### config.mk
export PLATFORM = sky130hd
export DESIGN_NAME = readptr_status
export DESIGN_NICKNAME = d
export VERILOG_FILES = /design/src/rtl/fifo_pkg.sv /design/src/rtl/rd_fwft_stage.sv /design/src/rtl/readptr_status.sv
export SDC_FILE = /design/constraint.sdc
export NUM_CORES = 1
export LEC_CHECK = 0
export ABC_CLOCK_PERIOD_IN_PS = 5200
export CORE_MARGIN = 2
export CORE_UTILIZATION = 45
export DETAILED_ROUTE_END_ITERATION = 10
export PLACE_DENSITY = 0.84
export SLEW_MARGIN = 30
export SYNTH_ARGS = -nofsm -noshare
export SYNTH_HDL_FRONTEND = slang
export SYNTH_SLANG_ARGS = --single-unit
### constraint.sdc
create_clock -name r_clk -period 5.2 [get_ports r_clk]
set_input_delay 0.78 -clock r_clk [delete_from_list [all_inputs] [get_ports r_clk]]
set_output_delay 0.78 -clock r_clk [all_outputs]
set_load 0.02 [all_outputs]
### src/rtl/fifo_pkg.sv
// Shared types and pointer helpers for the FIFO read side.
// Pointer helpers work on a wide container type; callers zero-extend their
// (A_SIZE+1)-bit pointer into it and slice the result back out. Zero upper
// bits are transparent to both Gray conversions.
package fifo_pkg;

   localparam int PTR_MAX_W = 32;

   typedef logic [PTR_MAX_W-1:0] ptr_t;

   typedef enum logic {
      RD_IDLE  = 1'b0,
      RD_VALID = 1'b1
   } rd_state_e;

   function automatic ptr_t bin2gray(input ptr_t b);
      return (b >> 1) ^ b;
   endfunction

   function automatic ptr_t gray2bin(input ptr_t g);
      ptr_t b;
      b[PTR_MAX_W-1] = g[PTR_MAX_W-1];
      for (int i = PTR_MAX_W - 2; i >= 0; i--) begin
         b[i] = b[i+1] ^ g[i];
      end
      return b;
   endfunction

endpackage

### src/rtl/rd_fwft_stage.sv
// First-word-fall-through output register: holds one word presented to the
// consumer with a valid/ready handshake, refilled from the async-read memory.
module rd_fwft_stage
   import fifo_pkg::*;
#(
   parameter int DATA_W = 8
) (
   input  logic              r_clk,
   input  logic              r_rst,
   input  logic              pop,
   input  logic              r_ready,
   input  logic [DATA_W-1:0] mem_rdata,
   output logic              r_valid,
   output logic [DATA_W-1:0] r_data
);

   rd_state_e         state_reg;
   logic              r_valid_reg;
   logic [DATA_W-1:0] r_data_reg;

   // Output register state machine; a pop always loads the word at the current read address.
   always_ff @(posedge r_clk) begin
      if (!r_rst) begin
         state_reg   <= RD_IDLE;
         r_valid_reg <= 1'b0;
         r_data_reg  <= '0;
      end else begin
         case (state_reg)
            RD_IDLE: begin
               if (pop) begin
                  r_data_reg  <= mem_rdata;
                  r_valid_reg <= 1'b1;
                  state_reg   <= RD_VALID;
               end
            end
            RD_VALID: begin
               if (r_ready) begin
                  if (pop) begin
                     r_data_reg <= mem_rdata;
                  end else begin
                     r_valid_reg <= 1'b0;
                     state_reg   <= RD_IDLE;
                  end
               end
            end
            default: begin
               r_valid_reg <= 1'b0;
               state_reg   <= RD_IDLE;
            end
         endcase
      end
   end

   assign r_valid = r_valid_reg;
   assign r_data  = r_data_reg;

endmodule

### src/rtl/readptr_status.sv
// Read-side pointer and status block of the async FIFO (read clock domain).
// Keeps binary/Gray read pointers, registered empty/level/almost-empty
// derived from the synchronised write pointer, a sticky underflow flag and
// an optional FWFT output stage.
module readptr_status
   import fifo_pkg::*;
#(
   parameter int A_SIZE = 9,
   parameter int DATA_W = 8,
   parameter int FWFT   = 0,
   parameter int AE_RST = 2
) (
   input  logic              r_clk,
   input  logic              r_rst,
   input  logic              r_inc,
   input  logic [A_SIZE:0]   wptr_sync,
   input  logic [A_SIZE:0]   ae_thresh,
   input  logic              r_uf_clr,
   input  logic [DATA_W-1:0] mem_rdata,
   input  logic              r_ready,
   output logic [A_SIZE-1:0] rmem_addr,
   output logic [A_SIZE:0]   raddr,
   output logic [A_SIZE:0]   rptr,
   output logic              rempty,
   output logic              ralmost_empty,
   output logic [A_SIZE:0]   rlevel,
   output logic              runderflow,
   output logic              r_valid,
   output logic [DATA_W-1:0] r_data
);

   localparam int PW = A_SIZE + 1;

   logic [A_SIZE:0] raddr_reg, raddr_next;
   logic [A_SIZE:0] rptr_reg, rptr_next;
   logic [A_SIZE:0] rlevel_reg, level_next;
   logic [A_SIZE:0] wbin;
   logic            rempty_reg, rae_reg, ruf_reg, ruf_next;
   logic            pop, uf_set, r_valid_int;
   ptr_t            raddr_ext, wptr_ext, rgray_ext, wbin_ext;
   logic            unused_bits;

   // Pop qualification and underflow detection depend on the read mode.
   generate
      if (FWFT != 0) begin : g_fwft
         rd_fwft_stage #(
            .DATA_W (DATA_W)
         ) u_fwft (
            .r_clk     (r_clk),
            .r_rst     (r_rst),
            .pop       (pop),
            .r_ready   (r_ready),
            .mem_rdata (mem_rdata),
            .r_valid   (r_valid_int),
            .r_data    (r_data)
         );
         assign pop    = !rempty_reg && (!r_valid_int || r_ready);
         assign uf_set = 1'b0;
      end else begin : g_std
         assign r_valid_int = 1'b0;
         assign r_data      = '0;
         assign pop         = r_inc && !rempty_reg;
         assign uf_set      = r_inc && rempty_reg;
      end
   endgenerate

   // Next pointer values and the status they imply against the stale write pointer.
   always_comb begin
      raddr_next           = raddr_reg + {{A_SIZE{1'b0}}, pop};
      raddr_ext            = '0;
      raddr_ext[A_SIZE:0]  = raddr_next;
      rgray_ext            = bin2gray(raddr_ext);
      rptr_next            = rgray_ext[A_SIZE:0];
      wptr_ext             = '0;
      wptr_ext[A_SIZE:0]   = wptr_sync;
      wbin_ext             = gray2bin(wptr_ext);
      wbin                 = wbin_ext[A_SIZE:0];
      level_next           = wbin - raddr_next;
      // Setting the flag takes priority over a simultaneous clear.
      ruf_next             = uf_set ? 1'b1 : (r_uf_clr ? 1'b0 : ruf_reg);
   end

   // Register pointers and status; everything is one cycle behind the pop.
   always_ff @(posedge r_clk) begin
      if (!r_rst) begin
         raddr_reg  <= '0;
         rptr_reg   <= '0;
         rempty_reg <= 1'b1;
         rlevel_reg <= '0;
         rae_reg    <= 1'b1;
         ruf_reg    <= 1'b0;
      end else begin
         raddr_reg  <= raddr_next;
         rptr_reg   <= rptr_next;
         rempty_reg <= (rptr_next == wptr_sync);
         rlevel_reg <= level_next;
         rae_reg    <= (level_next <= ae_thresh);
         ruf_reg    <= ruf_next;
      end
   end

   assign rmem_addr     = raddr_reg[A_SIZE-1:0];
   assign raddr         = raddr_reg;
   assign rptr          = rptr_reg;
   assign rempty        = rempty_reg;
   assign rlevel        = rlevel_reg;
   assign ralmost_empty = rae_reg;
   assign runderflow    = ruf_reg;
   assign r_valid       = r_valid_int;

   // Upper container bits and mode-specific inputs are intentionally dropped.
   assign unused_bits = ^{rgray_ext[PTR_MAX_W-1:PW], wbin_ext[PTR_MAX_W-1:PW],
                          mem_rdata, r_ready, r_inc};

endmodule

==> summary by stage <==
Drt
After detailed routing, the wire length on met1 is 2190 µm. The total wire length after detailed routing is 5060 µm. The met3 wire length is 257 µm.

The detailed-route DRC error count is 0. The first-iteration detailed-routing DRC count is 82. The number of routed nets with antenna violations is 0.

The first detailed-routing pass ran for 4 iterations. In this run the top signal layer used is met4. The total number of vias is 1959. The via density per instance is 4.87. The average wire per standard cell is 12.6 µm. Detailed routing placed a total of 2470 µm of wire on met2.

Pwr
The highest ir drop seen on vdd is 0.000142 V. After layout, the design draws a total of 976 µW. Dividing total power by cell area gives a power density of 312 nW/µm². The static leakage is 0.00132 µW.

Clocking
Clock-pin slew was measured on the worst setup and hold paths at 0.06 ns. In this run, post-CTS hold repair placed 0 buffers. The CTS tree is done.

The maximum buffer depth of the clock tree is 2. The number of buffers inserted during clock tree synthesis is 5. The total clock sinks is 32. The cell chosen for the clock root is sky130_fd_sc_hd__clkbuf_8.

The H-tree generated during clock tree synthesis spans 2 levels. The clock latency of the later-clocked register in the worst-skew pair is 0.29 ns.

Floorplanning
The effective utilization at floorplan is 0.466. The die extent in y is 76.7 µm. The core box area is 5110 µm². The row count is 26. The die span in x is 76.7 µm. In this run the count of I/O pins placed on the die edge is 84.

The floorplan step defined a die boundary enclosing 5890 µm².

Global routing
Entering global routing, the biggest net connects 33 pins. The global-route wire length before repair is 8360 µm. Global routing finished with a remaining overflow of 0. The number of antenna violations at the first check in global routing was 0. The number of global-route vias before repair came to 1934.

For this run, the total global-route usage over all layers was measured as 0.176.

Synth
The most used flip-flop cell after synthesis is sky130_fd_sc_hd__dfxtp_1. By area the synthesized netlist is led by sky130_fd_sc_hd__dfxtp_1, sky130_fd_sc_hd__ha_1, sky130_fd_sc_hd__xor2_1. The cell area after technology mapping is 2380 µm². The number of different library cells used by synthesis comes to 41. The async set-reset flop share out of synthesis is 0.

After synthesis the netlist holds a flip-flop and latch count of 32. The library cell with the largest summed area after synthesis is sky130_fd_sc_hd__dfxtp_1. The synthesized area per cell is 8.79 µm².

The gate count of the mapped netlist is 271. The number of warning messages in the yosys log is 0. Counting instances in the post-synthesis netlist gives the leading cell types as sky130_fd_sc_hd__dfxtp_1, sky130_fd_sc_hd__inv_1, sky130_fd_sc_hd__ha_1. For this run, the register share of the synthesized area comes to 0.269. The share of synthesized area in the top cell type comes to 0.269. Counting flops with a built-in enable in the synthesized netlist gives 0. The most repeated cell in the gate-level netlist after synthesis is sky130_fd_sc_hd__dfxtp_1.

Placement
The number of buffers added on ports is 65. The detailed placer's ending HPWL is 3990 µm. The routability-driven placement congestion ratio is 0.898. The post-placement worst setup slack is -0.133 ns.

Worst setup path
The endpoint type of the worst setup path is a flop. STA classifies the critical path startpoint as an input pin. The biggest fanout along the worst timing path is 5. The worst setup path category is input pin to flop. The worst path arrival time is 5.14 ns.

The required time at the worst-slack endpoint is 5.38 ns.

Cells and area
The final layout contains 388 nets. The number of antenna diodes in the final layout is 0. The number of filler cells placed in the layout is 450.

The synthesis-to-finish area growth is 31.3%. Summing all multi-input logic gate instances after layout gives 1510 µm². The sequential cells in the finished layout cover a total of 641 µm².

The fraction of layout instances using a drive strength above 1 is 0.0723.

STA
The final critical-path share of the clock period is 0.954. For the final routed database, the setup TNS stands at 0 ns. The total setup violations reported at the end of the flow is 0.

The max-slew violation total from the final report came to 0. The tightest slew margin relative to the limit is 0.402. For the final database, setup skew stands at 0.00666 ns.

In the post-route analysis, the smallest setup slack over all paths is 0.240 ns. The clock period could shrink to 4.96 ns. The slew at the pin with the worst max-slew slack is 0.894 ns. The count of final hold-check violations is 0. The maximum clock frequency is 0.202 GHz.

Run status
The flow ran to the end, and the final reports show no timing, DRC or antenna violations.

Worst hold path
The kind of path behind the tightest hold check is flop to flop.

Job
Max-cap violations in this run came to 0.
==> stage by stage <==
step | area, µm² | hold WS, ns | util | cells
final | 3130 | 0.494 | 0.612 | 402
after global routing | 3130 | 0.535 | 0.612 | 402
after CTS | 3110 | 0.508 | 0.609 | 400
after detailed placement | 3010 | 0.499 | 0.590 | 393
after global placement | 3010 | 0.470 | 0.590 | 393
after floorplan | 2410 | 0.551 | - | 279
==> where the power goes <==
part           internal, µW  total, µW  switching, µW
sequential              276        284           8.41
combinational           236        484            248
clock                   118        207           89.4
==> cell type report <==
cell class	instances	area share
Multi-Input combinational cell	198	0.483
Tap cell	70	0.0280
Timing Repair Buffer	72	0.226
Inverter	23	0.0276
Sequential cell	32	0.205
Clock buffer	7	0.0308
==> worst max-delay path, stage by stage <==
cell                              delay, ns
sky130_fd_sc_hd__clkdlybuf4s50_1       0.52
sky130_fd_sc_hd__xor2_2                0.27
sky130_fd_sc_hd__xnor2_2               0.18
sky130_fd_sc_hd__xor2_2                0.22
sky130_fd_sc_hd__xor2_2                0.28
sky130_fd_sc_hd__xnor2_4               0.13
sky130_fd_sc_hd__xnor2_4               0.26
sky130_fd_sc_hd__xnor2_1               0.15
sky130_fd_sc_hd__ha_1                  0.21
sky130_fd_sc_hd__fa_1                  0.39
sky130_fd_sc_hd__nor2b_1               0.15
sky130_fd_sc_hd__o21ai_1               0.09
sky130_fd_sc_hd__a21boi_1              0.17
sky130_fd_sc_hd__o21ai_1               0.11
sky130_fd_sc_hd__a21oi_1               0.18
sky130_fd_sc_hd__o21ai_0               0.10
sky130_fd_sc_hd__and2_1                0.16
sky130_fd_sc_hd__ha_1                  0.29
sky130_fd_sc_hd__o21a_1                0.10
sky130_fd_sc_hd__o21ai_0               0.07
sky130_fd_sc_hd__a211o_1               0.31
==> layer usage <==
metal | vias up | global-route usage
li1 | 979 | -
met1 | 910 | 0.203
met2 | 56 | 0.302
met3 | 14 | 0.0400
met4 | 0 | 0.0964
met5 | - | 0
==> cell families after synthesis <==
family | synth area share
XOR/XNOR | 0.200
buffers and inverters | 0.110
flip-flops | 0.269
AO/OA/AOI/OAI | 0.102
adder cells (fa/ha/maj) | 0.124
AND/OR/NAND/NOR | 0.193
other | 0.00157
==> path summary, 6_finish.rpt <==
kind / startpoint / slack, ns / endpoint / cells past startpoint
hold / removal: runderflow / 0.49 / runderflow / 2
setup / recovery: wptr_sync[9] / 0.24 / ralmost_empty / 21
hold reg to reg: runderflow / 0.49 / runderflow / 2
setup reg to reg: rempty / 1.46 / ralmost_empty / 14
==> cell usage in the layout, fill, tap and decap left out, drive strengths merged, types with 2 or more instances in the layout <==
master         instances
a21boi                 3
o21a                   3
nor2                  10
and2                  20
clkbuf                 7
buf                    7
a21oi                  6
inv                   23
xnor2                 18
conb                   9
a21o                   3
nand2                 13
nor2b                 15
nand4                  2
or3                    2
and3                   6
o21ai                 13
clkdlybuf4s50         64
nor3                   3
xor2                  26
nand3                  8
nor3b                  2
dfxtp                 32
ha                    22
==> timing repair <==
| action | in CTS | in global routing |
|---|---|---|
| gates resized for setup | 0 | 4 |
| buffers inserted | 0 | 2 |
| endpoints found under the setup margin | 0 | 1 |
| hold endpoints to repair | 0 | 0 |
No activity file was read; power rests on OpenSTA's default activity.
